[src/rtl/bsg_manycore_proc_endpoint.sv]
// rtl/bsg_manycore_proc_endpoint.sv - tile endpoint: inbound request FIFO, return issue, outbound credit gating
// Optional statistics counters enabled by BSG_MANYCORE_ENDPOINT_STATS_EN.
module bsg_manycore_proc_endpoint #(
    parameter int x_cord_width_p    = 4,
    parameter int y_cord_width_p    = 5,
    parameter int data_width_p      = 32,
    parameter int addr_width_p      = 16,
    parameter int fifo_els_p        = 4,
    parameter int max_out_credits_p = 16,
    localparam int packet_width_lp  = addr_width_p + 2 + (data_width_p/8) + data_width_p
                                      + 2*(x_cord_width_p + y_cord_width_p),
    localparam int return_width_lp  = y_cord_width_p + x_cord_width_p,
    localparam int cw_lp            = $clog2(max_out_credits_p + 1)
) (
    input  logic                       clk_i,
    input  logic                       reset_i,

    input  logic                       link_fwd_v_i,
    input  logic [packet_width_lp-1:0] link_fwd_data_i,
    output logic                       link_fwd_ready_o,

    output logic                       link_rev_v_o,
    output logic [return_width_lp-1:0] link_rev_data_o,
    input  logic                       link_rev_ready_i,

    output logic                       out_fwd_v_o,
    output logic [packet_width_lp-1:0] out_fwd_data_o,
    input  logic                       out_fwd_ready_i,

    input  logic                       out_rev_v_i,
    input  logic [return_width_lp-1:0] out_rev_data_i,
    output logic                       out_rev_ready_o,

    output logic                       in_v_o,
    output logic [addr_width_p-1:0]    in_addr_o,
    output logic [data_width_p-1:0]    in_data_o,
    output logic [data_width_p/8-1:0]  in_mask_o,
    output logic [1:0]                 in_op_o,
    input  logic                       in_yumi_i,

    input  logic                       req_v_i,
    input  logic [packet_width_lp-1:0] req_data_i,
    output logic                       req_ready_o,

    output logic [cw_lp-1:0]           out_credits_o,
    output logic                       credit_err_o
`ifdef BSG_MANYCORE_ENDPOINT_STATS_EN
    ,
    output logic [31:0]                stat_rx_o,
    output logic [31:0]                stat_stall_o
`endif
);
    localparam int ptr_w_lp   = $clog2(fifo_els_p);
    localparam int cnt_w_lp   = $clog2(fifo_els_p + 1);
    localparam int src_lo_lp  = x_cord_width_p + y_cord_width_p;
    localparam int data_lo_lp = 2*(x_cord_width_p + y_cord_width_p);
    localparam int mask_lo_lp = data_lo_lp + data_width_p;
    localparam int op_lo_lp   = mask_lo_lp + data_width_p/8;
    localparam int addr_lo_lp = op_lo_lp + 2;

    logic [packet_width_lp-1:0] mem_q [fifo_els_p];
    logic [packet_width_lp-1:0] mem_d [fifo_els_p];
    logic [ptr_w_lp-1:0]        wr_ptr_q, wr_ptr_d, rd_ptr_q, rd_ptr_d;
    logic [cnt_w_lp-1:0]        cnt_q, cnt_d;

    logic [return_width_lp-1:0] ret_mem_q [2];
    logic [return_width_lp-1:0] ret_mem_d [2];
    logic                       ret_wr_q, ret_wr_d, ret_rd_q, ret_rd_d;
    logic [1:0]                 ret_cnt_q, ret_cnt_d;

    logic [cw_lp-1:0]           credits_q, credits_d;
    logic                       err_q, err_d;

    logic                       fifo_full, fifo_empty, ret_full;
    logic                       fifo_enq, fifo_deq, ret_deq;
    logic                       credits_nz, send, ret_in;
    logic [packet_width_lp-1:0] head;

    assign fifo_full  = (cnt_q == cnt_w_lp'(fifo_els_p));
    assign fifo_empty = (cnt_q == '0);
    assign ret_full   = (ret_cnt_q == 2'd2);
    assign head       = mem_q[rd_ptr_q];

    assign link_fwd_ready_o = ~fifo_full;
    assign in_v_o           = ~fifo_empty & ~ret_full;
    assign in_addr_o        = head[addr_lo_lp +: addr_width_p];
    assign in_op_o          = head[op_lo_lp +: 2];
    assign in_mask_o        = head[mask_lo_lp +: data_width_p/8];
    assign in_data_o        = head[data_lo_lp +: data_width_p];

    assign link_rev_v_o     = (ret_cnt_q != 2'd0);
    assign link_rev_data_o  = ret_mem_q[ret_rd_q];

    assign credits_nz       = (credits_q != '0);
    assign out_fwd_data_o   = req_data_i;
    assign out_fwd_v_o      = req_v_i & credits_nz;
    assign req_ready_o      = out_fwd_ready_i & credits_nz;
    assign out_rev_ready_o  = 1'b1;
    assign out_credits_o    = credits_q;
    assign credit_err_o     = err_q;

    // a yumi without in_v_o is dropped here so it can never pop an empty FIFO
    assign fifo_enq = link_fwd_v_i & link_fwd_ready_o;
    assign fifo_deq = in_yumi_i & in_v_o;
    assign ret_deq  = link_rev_v_o & link_rev_ready_i;
    assign send     = out_fwd_v_o & out_fwd_ready_i;
    assign ret_in   = out_rev_v_i;

    always_comb begin
        mem_d    = mem_q;
        wr_ptr_d = wr_ptr_q;
        rd_ptr_d = rd_ptr_q;
        cnt_d    = cnt_q;
        if (fifo_enq) begin
            mem_d[wr_ptr_q] = link_fwd_data_i;
            wr_ptr_d = (wr_ptr_q == ptr_w_lp'(fifo_els_p-1)) ? '0 : wr_ptr_q + 1'b1;
        end
        if (fifo_deq) begin
            rd_ptr_d = (rd_ptr_q == ptr_w_lp'(fifo_els_p-1)) ? '0 : rd_ptr_q + 1'b1;
        end
        if (fifo_enq & ~fifo_deq)      cnt_d = cnt_q + 1'b1;
        else if (~fifo_enq & fifo_deq) cnt_d = cnt_q - 1'b1;
    end

    // return entry is the consumed head's source coordinates {src_y, src_x}
    always_comb begin
        ret_mem_d = ret_mem_q;
        ret_wr_d  = ret_wr_q;
        ret_rd_d  = ret_rd_q;
        ret_cnt_d = ret_cnt_q;
        if (fifo_deq) begin
            ret_mem_d[ret_wr_q] = head[data_lo_lp-1:src_lo_lp];
            ret_wr_d = ~ret_wr_q;
        end
        if (ret_deq) ret_rd_d = ~ret_rd_q;
        if (fifo_deq & ~ret_deq)      ret_cnt_d = ret_cnt_q + 2'd1;
        else if (~fifo_deq & ret_deq) ret_cnt_d = ret_cnt_q - 2'd1;
    end

    // a return with no matching outstanding request is an overflow: hold count, flag sticky error
    always_comb begin
        credits_d = credits_q;
        err_d     = err_q;
        if (send & ~ret_in) begin
            credits_d = credits_q - 1'b1;
        end else if (ret_in & ~send) begin
            if (credits_q == cw_lp'(max_out_credits_p)) err_d = 1'b1;
            else                                         credits_d = credits_q + 1'b1;
        end
    end

    always_ff @(posedge clk_i) begin
        mem_q     <= mem_d;
        ret_mem_q <= ret_mem_d;
        if (reset_i) begin
            wr_ptr_q  <= '0;
            rd_ptr_q  <= '0;
            cnt_q     <= '0;
            ret_wr_q  <= 1'b0;
            ret_rd_q  <= 1'b0;
            ret_cnt_q <= 2'd0;
            credits_q <= cw_lp'(max_out_credits_p);
            err_q     <= 1'b0;
        end else begin
            wr_ptr_q  <= wr_ptr_d;
            rd_ptr_q  <= rd_ptr_d;
            cnt_q     <= cnt_d;
            ret_wr_q  <= ret_wr_d;
            ret_rd_q  <= ret_rd_d;
            ret_cnt_q <= ret_cnt_d;
            credits_q <= credits_d;
            err_q     <= err_d;
        end
    end

`ifdef BSG_MANYCORE_ENDPOINT_STATS_EN
    logic [31:0] stat_rx_q, stat_rx_d, stat_stall_q, stat_stall_d;

    always_comb begin
        stat_rx_d    = stat_rx_q + {31'd0, fifo_deq};
        stat_stall_d = stat_stall_q + {31'd0, req_v_i & ~credits_nz};
    end

    always_ff @(posedge clk_i) begin
        if (reset_i) begin
            stat_rx_q    <= '0;
            stat_stall_q <= '0;
        end else begin
            stat_rx_q    <= stat_rx_d;
            stat_stall_q <= stat_stall_d;
        end
    end

    assign stat_rx_o    = stat_rx_q;
    assign stat_stall_o = stat_stall_q;
`endif

    illegal_yumi_a: assert property (@(posedge clk_i) disable iff (reset_i) in_yumi_i |-> in_v_o);
endmodule
[config.mk]
export PLATFORM = sky130hd
export DESIGN_NAME = bsg_manycore_proc_endpoint
export DESIGN_NICKNAME = d
export VERILOG_FILES = /design/src/rtl/bsg_manycore_proc_endpoint.sv
export SDC_FILE = /design/constraint.sdc
export NUM_CORES = 1
export LEC_CHECK = 0
export ABC_AREA = 0
export BUFFER_PORTS_ARGS = -buffer_cell sky130_fd_sc_hd__buf_2
export CORE_ASPECT_RATIO = 1.1
export CORE_MARGIN = 2
export CORE_UTILIZATION = 25
export DETAILED_ROUTE_END_ITERATION = 7
export PLACE_DENSITY = 0.53
export SLEW_MARGIN = 30
export SYNTH_ARGS = -nofsm -noshare
export SYNTH_HDL_FRONTEND = slang
export SYNTH_SLANG_ARGS = --single-unit
[constraint.sdc]
create_clock -name clk_i -period 2.45 [get_ports clk_i]
set_input_delay 0.49 -clock clk_i [delete_from_list [all_inputs] [get_ports clk_i]]
set_output_delay 0.49 -clock clk_i [all_outputs]
set_load 0.1 [all_outputs]
==> impl_metrics.yaml, run 1 <==
outcome:
  outcome: "completed"
die:
  core-area_mm2: 0.0465
  die_w_um: 211
  row_count: 83
  dieArea_mm2: 0.0487
  dieHeight_um: 231
  ios: 308
  initial_utilization_pct: 25.3
placement:
  placedCellCount: 1233
  io_buffers: 144
  place_hpwl_mm: 15.3
  routabilityCongestion: 0.722
  placed_area_mm2: 0.0126
clocking:
  clk_pin_slew_ps: 60
  cts_buffers: 35
  cts_root_buffer: "clkbuf_16"
  cts_tree: "done"
  clockBufferDepth: 3
  cts_hold_buffers: 0
  worstSkewPairLatency_ps: 510
  cts.sinks: 287
  ctsHtreeMaxLevel: 2
grt:
  overflow: 0
  grt_max_degree: 29
  grtUsageTotal_pct: 10.1
  grt_antenna_before_repair: 2
  grt_pass1_wl_mm: 36.3
  grt_pass1_vias: 5759
critical_path:
  path_buf_inv: 3
  worstPathMaxFanout: 5
  reg2reg_depth: 10
  crit_cells: 4
  critPathMaxStageDelay_ps: 550
  worst_setup_path_end_kind: "output pin"
  cp_top_family: "multiplexers"
  crit_chain: "buf_12, buf_12, mux4_2, buf_12"
  cp.arrival_ps: 1940
  crit_path_start_kind: "flip-flop"
  slowest_stage: "mux4_2"
  critPathRequiredTime_ps: 1960
  path_common_cell: "buf_12"
  path_class: "reg -> out"
synth:
  yosysWarnings: 0
  syn_area_per_cell_um2: 19.1
  synthFlopType: "edfxtp_1"
  netlist.top_cell.by_area: "edfxtp_1"
  synth_area_mm2: 0.0117
  netlist.area_leader.share_pct: 69.0
  syn_nets: 788
  synth_seq_area_share_pct: 71.9
  synth.area.top_cells: "edfxtp_1, mux4_2, buf_4"
  syn_inst: 615
  synth-edff-count: 270
  synth_most_common_cell: "edfxtp_1"
  synth_common_cells: "edfxtp_1, buf_4, mux4_2"
  ys_types: 39
  synth_seq_cells: 287
  async_reset_ff_share_pct: 0
route:
  num_vias: 5339
  wl_mm: 24.7
  routedWlPerCell_um: 19.0
  first_pass_iters: 4
  postRouteAntennaNets: 0
  route.detailed.drc: 0
  vias_per_cell: 4.11
  drt_iter0_markers: 274
power_and_ir_drop:
  worst_ir_drop_vdd_uv: 897
  leakage_uw: 0.00486
  p_per_area_mw_per_mm2: 1300
timing:
  skew_ps: 9.38
  hold_viol: 0
  worst_slew_pin_slew_ps: 525
  fmax_ghz: 0.412
  period_needed_ps: 2430
  setup_violations: 0
  period_share_pct: 99.1
  grt_setup_unrepaired: "yes"
  drv_slew: 0
  slew_headroom_pct: 65.2
layout:
  drive_gt1_share_pct: 46.4
  fin_area_mm2: 0.0143
  area_growth_pct: 22.0
  diodes: 0
  final_nets: 855
  instances_no_fill: 1299
  fill_cells: 4502
min_path:
  hp-class: "in -> reg"
  hold_path_depth: 1
job:
  drv_cap: 0
area by class of cell:
class                   count  area [µm²]  area share [%]
inverters                  12        45.0           0.314
clock buffers              39         933            6.51
repair buffers            178        1650            11.5
clock inverters            20         216            1.51
multi-input cells         168        2270            15.8
well taps                 595         744            5.19
flip-flops and latches    287        8470            59.1
kinds of logic after synthesis:
| logic type | after synthesis | synth area share, % |
|---|---|---|
| adder cells (fa/ha/maj) | 12 | 1.34 |
| buffers and inverters | 160 | 9.37 |
| other | 1 | 0.0319 |
| XOR/XNOR | 9 | 0.671 |
| AO/OA/AOI/OAI | 23 | 1.28 |
| AND/OR/NAND/NOR | 48 | 2.19 |
| multiplexers | 75 | 13.2 |
| flip-flops | 287 | 71.9 |
timing repair:
item,4_1_cts,5_1_grt
resized for setup,127,11
setup endpoints to repair,54,56
gates cloned,2,1
hold endpoints to repair,0,0
pin swaps,0,4
setup buffers,4,0
report_power, final:
part	switching, µW	internal (µW)	total, µW
Combinational	5120	2270	7380
Sequential	197	5980	6180
Clock	1950	3160	5120
Total	7270	11400	18700
flip-flops by register name, summed over array words and instances, names as in the netlist:
signal         flops
mem_q            252
credit_err_o       1
cnt_q              3
ret_wr_q           1
out_credits_o      5
ret_rd_q           1
wr_ptr_q           2
ret_mem_q         18
ret_cnt_q          2
rd_ptr_q           2
through the flow:
step	util (%)	TNS [ps]	hold WS (ps)	worst slack (ps)	total power (µW)
after floorplan	-	-1620	467	-454	12600
after global placement	27.1	0	484	103	12800
after detailed placement	27.1	0	497	159	12900
after CTS	30.7	-1630	136	-53.4	18900
after global routing	30.8	-3200	145	-83.5	19500
final	30.8	0	188	22.3	18700
layout by cell type, fill, tap and decap left out, drive strengths merged, types with 2 or more instances in the layout:
cell / count
edfxtp: 270
buf: 176
mux4: 63
clkbuf: 41
dfxtp: 17
clkinv: 15
inv: 13
a21oi: 12
nor2: 11
ha: 11
nand2: 10
mux2: 10
nor2b: 7
xor2: 6
and3: 4
or3: 4
bufinv: 4
o21ai: 4
nor3: 3
nand3: 3
xnor2: 3
mux2i: 2
nor4: 2
a31oi: 2
metal layers:
layer	wire (µm)	up-vias	GRT usage, %
met5	24	-	0
met2	11100	145	15.5
met4	1140	4	5.24
li1	-	2389	-
met3	1760	91	3.47
met1	10600	2710	12.7
worst paths after layout:
path	slack [ps]	start	end
max	20	rd_ptr_q[0]	in_mask_o[0]
min reg2reg	500	cnt_q[2]	cnt_q[2]
max reg2reg	140	out_credits_o[3]	out_credits_o[3]
min	190	link_fwd_data_i[71]	mem_q[215]
No activity file was read; power rests on OpenSTA's default activity.
==> run 2: changes to the inputs <==
==> constraint.sdc (replaced) <==
create_clock -name clk_i -period 2.45 [get_ports clk_i]
set_input_delay 0.1225 -clock clk_i [delete_from_list [all_inputs] [get_ports clk_i]]
set_output_delay 0.1225 -clock clk_i [all_outputs]
set_load 0.1 [all_outputs]
==> impl_metrics.yaml, run 2 (same netlist as run 1, synthesis figures left out) <==
outcome:
  outcome: "completed"
clocking:
  clk_pin_slew_ps: 50
  cts.sinks: 287
  ctsHtreeMaxLevel: 2
  cts_tree: "done"
  worstSkewPairLatency_ps: 520
  clockBufferDepth: 3
  cts_root_buffer: "clkbuf_16"
  post-cts-setup-buffer-count: 0
  cts_buffers: 34
route:
  met1_length_mm: 9.47
  num_vias: 5486
  wl_met3_mm: 1.65
  routed.top_layer: "met5"
  route.detailed.drc: 0
  routedWlPerCell_um: 17.7
  wl_met2_mm: 11.5
  postRouteAntennaNets: 0
  vias_per_cell: 4.07
  wl_mm: 23.8
  first_pass_iters: 4
  drt_iter0_markers: 225
layout:
  diodes: 0
  mostFrequentLayoutCells: "edfxtp_1, buf_2, dlygate4sd3_1, mux4_2, clkbuf_16"
  multi_input_area_mm2: 0.00227
  fill_cells: 4579
  seq_area_mm2: 0.00847
  final_common_cell: "edfxtp_1"
  final_nets: 904
  area_growth_pct: 20.6
  drive_gt1_share_pct: 39.9
  largest_reg_flops: 252
  fin_area_mm2: 0.0142
  regMostFlops: "mem_q"
timing:
  worst_slew_pin_slew_ps: 556
  skew_ps: 11.6
  grt_setup_unrepaired: "yes"
  period_share_pct: 96.2
  period_needed_ps: 2360
  slew_headroom_pct: 62.9
  fmax_ghz: 0.424
  drv_slew: 0
  fin_ws_ps: 92.7
  setup_violations: 0
  hold_viol: 0
grt:
  grt_antenna_before_repair: 1
  overflow: 0
  grt_pass1_vias: 5925
  grt_pass1_wl_mm: 35.9
  grtUsageTotal_pct: 9.91
  grt_max_degree: 64
critical_path:
  crit_path_start_kind: "flip-flop"
  path_class: "reg -> reg"
  reg2reg_depth: 11
  critPathMaxStageDelay_ps: 370
  path_common_cell: "nor2b_4"
  cp.arrival_ps: 2760
  critPathRequiredTime_ps: 2850
  crit_chain: "nor4_4, nor2b_4, nor2b_4, and2_4, ha_4, xor2_1, ha_2, nor2b_2, o32ai_2, o21ai_2, mux2i_1"
  worstPathMaxFanout: 7
  slowest_stage: "dfxtp_4"
  worst_setup_path_end_kind: "flip-flop"
die:
  dieArea_mm2: 0.0487
  ios: 308
  initial_utilization_pct: 25.3
  dieHeight_um: 231
  core-area_mm2: 0.0465
  die_w_um: 211
  row_count: 83
min_path:
  hp-class: "in -> reg"
  hold_path_depth: 4
power_and_ir_drop:
  worst_ir_drop_vdd_uv: 764
  leakage_uw: 0.00480
  p_per_area_mw_per_mm2: 1220
  p_total_uw: 17300
placement:
  pre_cts_ws_ps: 123
  io_buffers: 144
  placed_area_mm2: 0.0124
  routabilityCongestion: 0.685
  place_hpwl_mm: 14.6
job:
  drv_cap: 0
run 2: changes by cell type in the layout (fill, tap and decap cells not counted), sizes merged:
cell	delta
buf	-16
bufinv	-2
clkinv	-2
clkinvlp	+2
dlygate4sd3	+68
run 2: final cells by class:
class / instances / share of cell area [%]
inverters: 12 / 0.318
repair buffers: 228 / 11.4
clock buffers: 41 / 6.34
clock inverters: 18 / 0.971
multi-input cells: 168 / 16.0
well taps: 595 / 5.25
flip-flops and latches: 287 / 59.8
run 2: worst max-delay path: cells and delay by family (launching register included):
kind            cells  cell delay [ps]
xor+xnor            1              160
mux                 1              120
fa+ha+maj           2              390
compound gates      2              320
simple gates        5              860
flops               1              370
run 2: report_power, final:
group | leakage, µW | switching [µW] | internal, µW
logic | 0.00168 | 4930 | 1500
clock network | 0.000501 | 1890 | 2810
registers | 0.00262 | 185 | 5990
total | 0.00480 | 7010 | 10300
run 2: worst paths after layout:
kind / from / to / slack (ps)
max reg2reg: out_credits_o[0] / out_credits_o[4] / 90
min reg2reg: credit_err_o / credit_err_o / 480
max: out_credits_o[0] / out_credits_o[4] / 90
min: out_rev_v_i / credit_err_o / 30
run 2: metal layers:
layer | vias to the layer above | track usage (%)
li1 | 2486 | -
met2 | 145 | 16.0
met4 | 2 | 5.85
met1 | 2754 | 11.5
met5 | - | 0
met3 | 99 | 3.28
run 2: repair_timing:
action	in CTS	in global routing
gates resized for setup	0	3
endpoints found under the hold margin	263	0
endpoints found under the setup margin	0	2
hold buffers	68	0
run 2: stage by stage:
step	TNS, ps	hold WS [ps]	utilization [%]	std cells
final	0	31.9	30.5	1349
after global routing	-14.7	48.6	30.5	1349
after CTS	0	1.83	30.4	1349
after detailed placement	0	246	26.7	1222
after global placement	0	246	26.7	1222
after floorplan	-1320	221	-	615
